### config.mk
export PLATFORM = sky130hd
export DESIGN_NAME = handshake_constant_check_sink
export DESIGN_NICKNAME = d
export VERILOG_FILES = /design/src/rtl/handshake_constant_check_sink.sv
export SDC_FILE = /design/constraint.sdc
export NUM_CORES = 1
export LEC_CHECK = 0
export ABC_AREA = 1
export CAP_MARGIN = 20
export CORE_MARGIN = 2
export CORE_UTILIZATION = 45
export CTS_CLUSTER_SIZE = 8
export DETAILED_ROUTE_END_ITERATION = 10
export PLACE_DENSITY = 0.8
export SYNTH_ARGS = -nofsm -noshare
export SYNTH_HDL_FRONTEND = slang
export SYNTH_SLANG_ARGS = --single-unit
export TNS_END_PERCENT = 100
### constraint.sdc
create_clock -name clk -period 1.62 [get_ports clk]
set_clock_uncertainty 0.05 [all_clocks]
set_input_delay 0.486 -clock clk [delete_from_list [all_inputs] [get_ports clk]]
set_output_delay 0.486 -clock clk [all_outputs]
set_load 0.03 [all_outputs]
### src/rtl/handshake_constant_check_sink.sv
// handshake_constant_check_sink
//
// Terminating sink for an elastic constant channel. Every token taken from a
// valid/ready producer is compared against the fixed EXPECTED value. The sink
// counts accepted and mismatching tokens and keeps the data of the last token.
// With a non-zero TARGET it stops accepting once TARGET tokens have arrived.
// It can also serve as an in-silicon self-check at a dataflow leaf.
//
// Parameters
//   DATA_WIDTH  width of ins / last_data
//   EXPECTED    value every token must carry
//   CNT_WIDTH   width of count / err_count
//   TARGET      tokens to accept before done; 0 = free-run, never done
//
// Ports
//   clk        in   rising-edge clock for all state
//   rst        in   synchronous active-high reset (has priority over clear)
//   ins        in   token data, ignored while ins_valid is low
//   ins_valid  in   producer offers a token
//   ins_ready  out  sink takes the token this cycle (registers + rst only)
//   clear      in   synchronous restart to reset values; beats a same-cycle accept
//   count      out  tokens accepted since reset/clear (wraps when TARGET = 0)
//   err_count  out  accepted tokens with ins != EXPECTED, saturating
//   last_data  out  data of the most recently accepted token
//   error      out  sticky flag, set by the first mismatch
//   done       out  TARGET tokens accepted, sink no longer ready
//
// Configuration macro
//   HANDSHAKE_SINK_STALL_EN  when defined, an 8-bit Fibonacci LFSR
//   (x^8+x^6+x^5+x^4+1, seeded with 8'h01 on rst/clear) advances every cycle.
//   Its bit 0 inserts pseudo-random back-pressure on ins_ready.

module handshake_constant_check_sink #(
    parameter int unsigned           DATA_WIDTH = 32,
    parameter logic [DATA_WIDTH-1:0] EXPECTED   = '0,
    parameter int unsigned           CNT_WIDTH  = 16,
    parameter int unsigned           TARGET     = 0
) (
    input  logic                  clk,
    input  logic                  rst,
    input  logic [DATA_WIDTH-1:0] ins,
    input  logic                  ins_valid,
    output logic                  ins_ready,
    input  logic                  clear,
    output logic [CNT_WIDTH-1:0]  count,
    output logic [CNT_WIDTH-1:0]  err_count,
    output logic [DATA_WIDTH-1:0] last_data,
    output logic                  error,
    output logic                  done
);

    typedef enum logic {
        ST_RUN  = 1'b0,
        ST_DONE = 1'b1
    } state_t;

    localparam bit                   HAS_TARGET = (TARGET != 0);
    // count value at which the accepted token is the TARGET-th one
    localparam logic [CNT_WIDTH-1:0] LAST_IDX   = CNT_WIDTH'(TARGET - 1);

    state_t state;
    state_t state_next;
    logic   stall;
    logic   accept;

`ifdef HANDSHAKE_SINK_STALL_EN
    logic [7:0] lfsr;

    // NOTE: sequential state uses non-blocking assignments so every register
    // samples pre-edge values, independent of block ordering.
    always_ff @(posedge clk) begin
        if (rst || clear) begin
            lfsr <= 8'h01;
        end else begin
            lfsr <= {lfsr[6:0], lfsr[7] ^ lfsr[5] ^ lfsr[4] ^ lfsr[3]};
        end
    end

    assign stall = lfsr[0];
`else
    assign stall = 1'b0;
`endif

    // Ready depends only on registers and rst, so ins_valid can never loop
    // back into ins_ready. The sink drops readiness during the reset cycle,
    // so no token is in flight when it leaves reset.
    assign ins_ready = ~rst & (state == ST_RUN) & ~stall;
    assign accept    = ins_valid & ins_ready;
    assign done      = (state == ST_DONE);

    always_ff @(posedge clk) begin
        if (rst) begin
            state <= ST_RUN;
        end else begin
            state <= state_next;
        end
    end

    // NOTE: every signal assigned in always_comb gets a default first. Any
    // path that leaves one unassigned would infer a latch.
    always_comb begin
        state_next = state;
        if (clear) begin
            state_next = ST_RUN;
        end else if (HAS_TARGET && state == ST_RUN && accept && count == LAST_IDX) begin
            state_next = ST_DONE;
        end
    end

    // A token accepted in the same cycle as clear still completes its
    // handshake, but the clear wins and the token leaves no trace.
    always_ff @(posedge clk) begin
        if (rst || clear) begin
            count     <= '0;
            err_count <= '0;
            last_data <= '0;
            error     <= 1'b0;
        end else if (accept) begin
            count     <= count + 1'b1;
            last_data <= ins;
            if (ins != EXPECTED) begin
                error <= 1'b1;
                if (err_count != '1) begin
                    err_count <= err_count + 1'b1;
                end
            end
        end
    end

endmodule

==> flow_summary.toml, run 1 <==
[timing]
hold_slack_ns = 0.376
hold_viol = 0
setup_slack_ns = 0.0255
setup_tns_ns = 0
grt_setup_unrepaired = "true"
max_freq_mhz = 627
period_share = 0.984
drv_slew = 0
final.min_clock_period_ns = 1.59
setup_viol = 0

[logic_synthesis]
synth_area_um2 = 3000
synthTopCellsByArea = "dfxtp_1 (43%), nor2_1 (16%), nand2_1 (8.5%)"
netlist.top_cell.by_area = "dfxtp_1"
synth.avg_cell_area_um2 = 6.86
synth_edf_count = 0
post-synth-top-count-cell = "nor2_1"
async_flop_share = 0
yosys_warnings = 0
synth_ff_type = "dfxtp_1"
seq_area_frac_synth = 0.434
synth_cell_types = 31
synth_cells = 437
synth.net_count = 475
synth_commonest_cells = "nor2_1 (131), nand2_1 (68), dfxtp_1 (65)"
ys_ff_latch = 65
synth_top_area_share = 0.434

[routing]
wl_per_cell_um = 12.8
first_pass_iters = 4
vias = 3330
drt_iter0_markers = 192
ant_nets = 0
wl_um = 8440
drc_errors = 0
routed_via_density = 5.05

[power]
vdd_drop_max_mv = 0.548
power_density_nw_per_um2 = 745
static-leakage-power_nw = 2.10
power.total_mw = 3.38

[critical_path]
arrival_ns = 1.78
crit_fanout = 7
crit_family = "simple AND/OR/NAND/NOR gates"
rr_startpoint = "err_count[0]"
cp_num_buf_inv = 1
cp-end-kind = "register"
max_stage_delay_ns = 0.37
path_depth = 8
start_kind = "register"
worstReg2RegEnd = "err_count[13]"
rrSetupSlack_ns = 0.03
critical_path_required_ns = 1.81
rr_worst_depth = 8
path_cells = "ha_2 > nand3_2 > inv_2 > nand3_4 > nor2_4 > nor2_2 > a21oi_1 > nor2_1"
critPathKind = "reg -> reg"
cp_slowest_cell = "dfxtp_4"

[finish]
multi_input_area_um2 = 1620
fin_cells = 659
final_area_um2 = 4540
syn_to_final_growth_pct = 51.4
n_antenna_cell = 0
n_fill_cell = 521
register_area_um2 = 1320
final_core_utilization = 0.711
nets = 615
drive_above_1_share = 0.268

[clock_network]
clock_sinks = 65
cts-root-buf = "clkbuf_8"
cts_hold_buf = 0
cts_buffer_depth = 2
cts_tree = "done"
clk_latency_ns = 0.34
cts-htree-levels = 3
cts_buffers = 9
clkTransAtPathRegs_ns = 0.07

[place]
placed_cell_area_um2 = 4300
gp_congestion = 0.887
dpl_worst_slack_ns = -0.747
dp.cells = 636
portBuffers = 101
dp_hpwl_um = 5870

[global_route]
grt_pass1_wl_um = 14100
busiest_layer = "met2"
antenna_found_initial = 0
first_global_vias = 3325
overflow = 0
grt_max_degree = 35
grtUsageTotal = 0.238
grtUsageMet3 = 0.0751
grt_use_met1 = 0.265
grt_use_met2 = 0.408

[min_path]
min_path_type = "in -> reg"
hold_end = "last_data[28]"
hold_depth = 3
min-delay-start = "ins[28]"

[floorplan]
ios = 103
start_util = 0.469
num_rows = 29
die_w_um = 85.6
core_um2 = 6390
fp.dieArea_um2 = 7330
die_y_um = 85.6

[run_status]
status = "finished, final reports clean"

[job]
drv_cap = 0
## final cells by class
type	instances	share of cell area
Clock buffer	13	0.0350
Clock inverter	3	0.00331
Inverter	39	0.0322
Multi-Input combinational cell	319	0.357
Sequential cell	65	0.290
Tap cell	77	0.0212
Timing Repair Buffer	143	0.262
## worst reg2reg max path: stages, from the launching register on
cell     delay (ns)
dfxtp_4        0.37
ha_2           0.19
nand3_2        0.11
inv_2          0.10
nand3_4        0.09
nor2_4         0.28
nor2_2         0.09
a21oi_1        0.16
nor2_1         0.06
## registers in the layout (all words and copies together) (netlist names)
signal	count
last_data	32
error	1
count	16
err_count	16
## cells by family after synthesis
family                   share of synthesized area
adder cells (fa/ha/maj)                    0.00835
other                                      0.00125
AO/OA/AOI/OAI                                0.102
flip-flops                                   0.434
AND/OR/NAND/NOR                              0.364
XOR/XNOR                                    0.0117
buffers and inverters                       0.0785
## where the power goes
group | total (mW) | switching [mW] | internal (mW)
registers | 1.67 | 0.0260 | 1.64
clock network | 1.25 | 0.617 | 0.633
logic | 0.460 | 0.279 | 0.181
## worst max-delay path by stage
stage	from	end	slack [ns]
after global routing	err_count[5]	err_count[14]	-0.07
final	err_count[0]	err_count[13]	0.03
after CTS	ins[28]	err_count[13]	-0.02
after floorplan	count[0]	count[10]	0.02
after detailed placement	ins[14]	err_count[13]	-0.75
after global placement	ins[14]	err_count[6]	-0.66
## cell usage in the layout, fill, tap and decap left out, drive strengths merged
| cell type | count |
|---|---|
| a21oi | 17 |
| a31oi | 1 |
| and3 | 2 |
| buf | 60 |
| clkbuf | 35 |
| clkdlybuf4s15 | 23 |
| clkdlybuf4s50 | 1 |
| clkinv | 3 |
| conb | 1 |
| dfxtp | 65 |
| dlygate4sd2 | 35 |
| dlymetal6s2s | 2 |
| ha | 2 |
| inv | 39 |
| nand2 | 70 |
| nand3 | 28 |
| nand4 | 4 |
| nor2 | 143 |
| nor3 | 4 |
| nor3b | 1 |
| o21a | 2 |
| o21ai | 40 |
| xnor2 | 1 |
| xor2 | 3 |
## per-layer routing
| layer | vias up | wire length (µm) | share of wire |
|---|---|---|---|
| li1 | 1670 | - | - |
| met1 | 1506 | 3440 | 0.41 |
| met2 | 127 | 4100 | 0.49 |
| met3 | 27 | 677 | 0.080 |
| met4 | 0 | 221 | 0.026 |
| met5 | - | 0 | 0 |
## timing repair
| item | 4_1_cts | 5_1_grt |
|---|---|---|
| buffers inserted | 3 | 1 |
| hold endpoints to repair | 0 | 0 |
| pin swaps | 33 | 13 |
| gates cloned | 3 | 0 |
| setup endpoints to repair | 69 | 61 |
| gates resized for setup | 119 | 78 |
(Power assumes the default switching activity.)
==> inputs of run 2 (changes only) <==
--- a/config.mk
+++ b/config.mk
@@ -7,7 +7,7 @@
 export LEC_CHECK = 0
 export ABC_AREA = 1
 export CAP_MARGIN = 20
-export CORE_MARGIN = 2
+export CORE_MARGIN = 4
 export CORE_UTILIZATION = 45
 export CTS_CLUSTER_SIZE = 8
 export DETAILED_ROUTE_END_ITERATION = 10
==> flow_summary.toml, run 2 (synthesized netlist as in run 1, its figures left out) <==
[finish]
largest_reg_flops = 32
drive_above_1_share = 0.252
final_core_utilization = 0.699
n_antenna_cell = 0
fin_cells = 652
syn_to_final_growth_pct = 49.8
reg_top3 = "last_data: 32 flops, count: 16 flops, err_count: 16 flops"
n_fill_cell = 541
top_register = "last_data"
final_area_um2 = 4490
nets = 608
final_common_cell = "nor2_1"
final_cell_mix = "nor2_1 (123), nand2_1 (62), dfxtp_1 (59), buf_4 (55), o21ai_0 (37)"

[critical_path]
path_cells = "dlygate4sd2_1 > inv_2 > buf_4 > buf_6"
critical_path_required_ns = 1.08
arrival_ns = 1.08
crit_fanout = 2
crit_path_start = "rst"
critPathKind = "in -> out"
worstReg2RegEnd = "err_count[15]"
endpoint = "ins_ready"
crit_family = "buffers and inverters"
rrSetupSlack_ns = 0.06
rr_worst_depth = 7
cp-end-kind = "primary output"
rr_startpoint = "err_count[9]"
cp_num_buf_inv = 4
cp_slowest_cell = "dlygate4sd2_1"
max_stage_delay_ns = 0.25
path_depth = 4
start_kind = "input pin"

[clock_network]
cts_hold_buf = 0
cts-htree-levels = 3
clk_latency_ns = 0.33
clkTransAtPathRegs_ns = 0.07
cts_buffer_depth = 2
cts-root-buf = "clkbuf_8"
clock_sinks = 65
cts_tree = "done"
cts_buffers = 9

[power]
p_int_mw = 2.67
power_density_nw_per_um2 = 799
clock_power_share = 0.406
seqPwrFrac = 0.465
power.total_mw = 3.59
p_comb_frac = 0.129
p_switching_mw = 0.922
static-leakage-power_nw = 2.15
swShare = 0.257
vdd_drop_max_mv = 0.587

[routing]
wl_um = 8480
drc_errors = 0
first_pass_iters = 4
ant_nets = 0
wl_per_cell_um = 13.0
drt_iter0_markers = 193
vias = 3230
routed_via_density = 4.95

[timing]
hold_slack_ns = 0.377
drv_slew = 0
setup_tns_ns = 0
setup_slack_ns = 0.00468
period_share = 0.997
setup_viol = 0
max_freq_mhz = 619
final.min_clock_period_ns = 1.62
hold_viol = 0
grt_setup_unrepaired = "true"

[place]
placed_cell_area_um2 = 4290
dp.cells = 633
gp_congestion = 0.880
portBuffers = 101
dpl_worst_slack_ns = -0.750
dp_hpwl_um = 6140

[floorplan]
die_w_um = 89.6
num_rows = 29
die_y_um = 89.6
core_um2 = 6420
ios = 103
fp.dieArea_um2 = 8030
start_util = 0.467

[global_route]
antenna_found_initial = 0
overflow = 0
grtUsageTotal = 0.216
first_global_vias = 3160
grt_max_degree = 35
grt_pass1_wl_um = 13800

[min_path]
min_path_type = "in -> reg"
hold_depth = 3

[job]
drv_cap = 0

[run_status]
status = "finished, final reports clean"
-- run 2: how the worst min path moves through the flow --
stage          slack (ns)             to     start
2_1_floorplan        0.53       count[6]  count[6]
3_3_place_gp         0.40       count[6]  count[6]
3_5_place_dp         0.40       count[6]  count[6]
4_1_cts              0.42       count[6]  count[6]
5_1_grt              0.40  last_data[17]   ins[17]
6_report             0.38   last_data[8]    ins[8]
-- run 2: worst register-to-register path, delay by kind of cell, from the launching register on --
family / cells / cell delay, ns
flops: 1 / 0.40
simple gates: 6 / 0.86
compound gates: 1 / 0.16
-- run 2: layout make-up --
type,count,area [µm²],area share
Inverter,39,146,0.0326
Multi-Input combinational cell,317,1570,0.350
Tap cell,77,96.3,0.0214
Clock buffer,14,173,0.0384
Clock inverter,2,35.0,0.00780
Timing Repair Buffer,138,1160,0.258
Sequential cell,65,1310,0.291
-- run 2: timing repair --
item,CTS,global route
gates cloned,1,0
pin swaps,24,27
setup buffers,1,5
setup endpoints to repair,64,58
gates resized for setup,103,76
-- run 2: power by group through the flow --
stage	clock, mW	combinational [mW]	sequential, mW
after global routing	1.54	0.508	1.67
after global placement	0	0.503	1.70
after floorplan	0	0.155	1.79
after CTS	1.48	0.476	1.67
after detailed placement	0	0.509	1.71
final	1.46	0.463	1.67
-- run 2: layer usage --
layer | GRT usage | vias up | share of wire
li1 | - | 1643 | -
met1 | 0.243 | 1484 | 0.42
met2 | 0.378 | 91 | 0.50
met3 | 0.0703 | 12 | 0.070
met4 | 0.0798 | 0 | 0.014
met5 | 0 | - | 0
==> inputs of run 3 (changes only) <==
==> constraint.sdc (replaced) <==
create_clock -name clk -period 1.62 [get_ports clk]
set_clock_uncertainty 0.05 [all_clocks]
set_input_delay 0.324 -clock clk [delete_from_list [all_inputs] [get_ports clk]]
set_output_delay 0.324 -clock clk [all_outputs]
set_load 0.03 [all_outputs]
==> flow_summary.toml, run 3 (synthesized netlist as in run 1, its figures left out) <==
[routing]
drc_errors = 0
ant_nets = 0
wl_per_cell_um = 13.2
first_pass_iters = 4
vias = 3215
routed_via_density = 4.99
drt_iter0_markers = 126
wl_um = 8480

[power]
static-leakage-power_nw = 2.17
power.total_mw = 3.59
power_density_nw_per_um2 = 797
p_comb_frac = 0.132
p_switching_mw = 0.909
clock_power_share = 0.403
seqPwrFrac = 0.465
p_int_mw = 2.68
vdd_drop_max_mv = 0.627
swShare = 0.253

[min_path]
hold_depth = 2
min-delay-start = "count[6]"
min_path_type = "reg -> reg"
hold_end = "count[6]"

[critical_path]
cp_num_buf_inv = 1
crit_fanout = 6
rr_startpoint = "err_count[0]"
start_kind = "register"
path_cells = "dlygate4sd2_1"
crit_family = "flip-flops"
cp-end-kind = "primary output"
cp_slowest_cell = "dfxtp_1"
rr_worst_depth = 8
worstReg2RegEnd = "err_count[4]"
rrSetupSlack_ns = 0.05
critical_path_required_ns = 1.25
max_stage_delay_ns = 0.44
critPathKind = "reg -> out"
arrival_ns = 1.20

[global_route]
grt_max_degree = 35
overflow = 0
first_global_vias = 3102
grt_pass1_wl_um = 13500
antenna_found_initial = 0
grtUsageTotal = 0.214

[place]
dp_hpwl_um = 6030
gp_congestion = 0.886
dp.cells = 627
placed_cell_area_um2 = 4270
portBuffers = 101

[floorplan]
num_rows = 29
start_util = 0.467
ios = 103
die_w_um = 89.6
core_um2 = 6420
die_y_um = 89.6
fp.dieArea_um2 = 8030

[finish]
n_fill_cell = 572
syn_to_final_growth_pct = 50.2
fin_cells = 644
top_register = "last_data"
final_common_cell = "nor2_1"
final_area_um2 = 4500
reg_top3 = "last_data: 32 flops, count: 16 flops, err_count: 16 flops"
drive_above_1_share = 0.152
final_cell_mix = "nor2_1 (123), nand2_1 (65), dlygate4sd2_1 (65), dfxtp_1 (58), o21ai_0 (37)"
largest_reg_flops = 32
nets = 600
n_antenna_cell = 0

[clock_network]
clkTransAtPathRegs_ns = 0.07
clk_latency_ns = 0.33
cts_buffers = 9
cts-htree-levels = 3
cts-root-buf = "clkbuf_8"
cts_buffer_depth = 2
cts_tree = "done"
cts_setup_buffers = 0
clock_sinks = 65

[job]
drv_cap = 0

[timing]
period_share = 0.974
hold_slack_ns = 0.427
max_freq_mhz = 634
hold_viol = 0
setup_viol = 0
final.min_clock_period_ns = 1.58
drv_slew = 0

[run_status]
status = "finished, final reports clean"
==> run 3: per-layer routing <==
metal | track usage | routed length, µm
met5 | 0 | 0
met4 | 0.0514 | 85
met3 | 0.0867 | 716
met2 | 0.370 | 4200
met1 | 0.248 | 3470
==> run 3: layout make-up <==
class	instances	area (µm²)	area share
clock buffers	14	173	0.0384
clock inverters	2	35.0	0.00778
inverters	39	146	0.0325
multi-input cells	317	1570	0.349
flip-flops and latches	65	1310	0.292
well taps	77	96.3	0.0214
repair buffers	130	1170	0.260
==> run 3: worst max-delay path by stage <==
| stage | cells after the start | start | end | slack [ns] |
|---|---|---|---|---|
| detailed placement | 10 | ins[11] | err_count[15] | -0.59 |
| global placement | 10 | ins[11] | err_count[13] | -0.53 |
| global route | 10 | err_count[1] | err_count[14] | -0.09 |
| CTS | 10 | ins[11] | err_count[4] | 0.006 |
| finish | 1 | err_count[7] | err_count[7] | 0.04 |
| floorplan | 8 | count[0] | count[10] | 0.02 |
==> run 3: timing repair <==
item / CTS / global route
pin swaps: 0 / 9
resized for setup: 67 / 29
hold buffers: 0 / 0
setup endpoints to repair: 81 / 20
cloned: 0 / 1
==> run 3: per-stage QoR <==
step,setup slack [ns],setup TNS (ns),util
6_report,0.0427,0,0.701
5_1_grt,-0.0911,-0.541,0.701
4_1_cts,0.00554,0,0.686
3_5_place_dp,-0.588,-10.93,0.664
3_3_place_gp,-0.527,-9.40,0.664
2_1_floorplan,0.0196,0,-
==> run 3: power by group through the flow <==
stage | sequential [mW] | combinational [mW] | clock (mW)
after floorplan | 1.79 | 0.155 | 0
after global placement | 1.70 | 0.492 | 0
after detailed placement | 1.71 | 0.498 | 0
after CTS | 1.67 | 0.471 | 1.47
after global routing | 1.67 | 0.517 | 1.55
final | 1.67 | 0.472 | 1.45
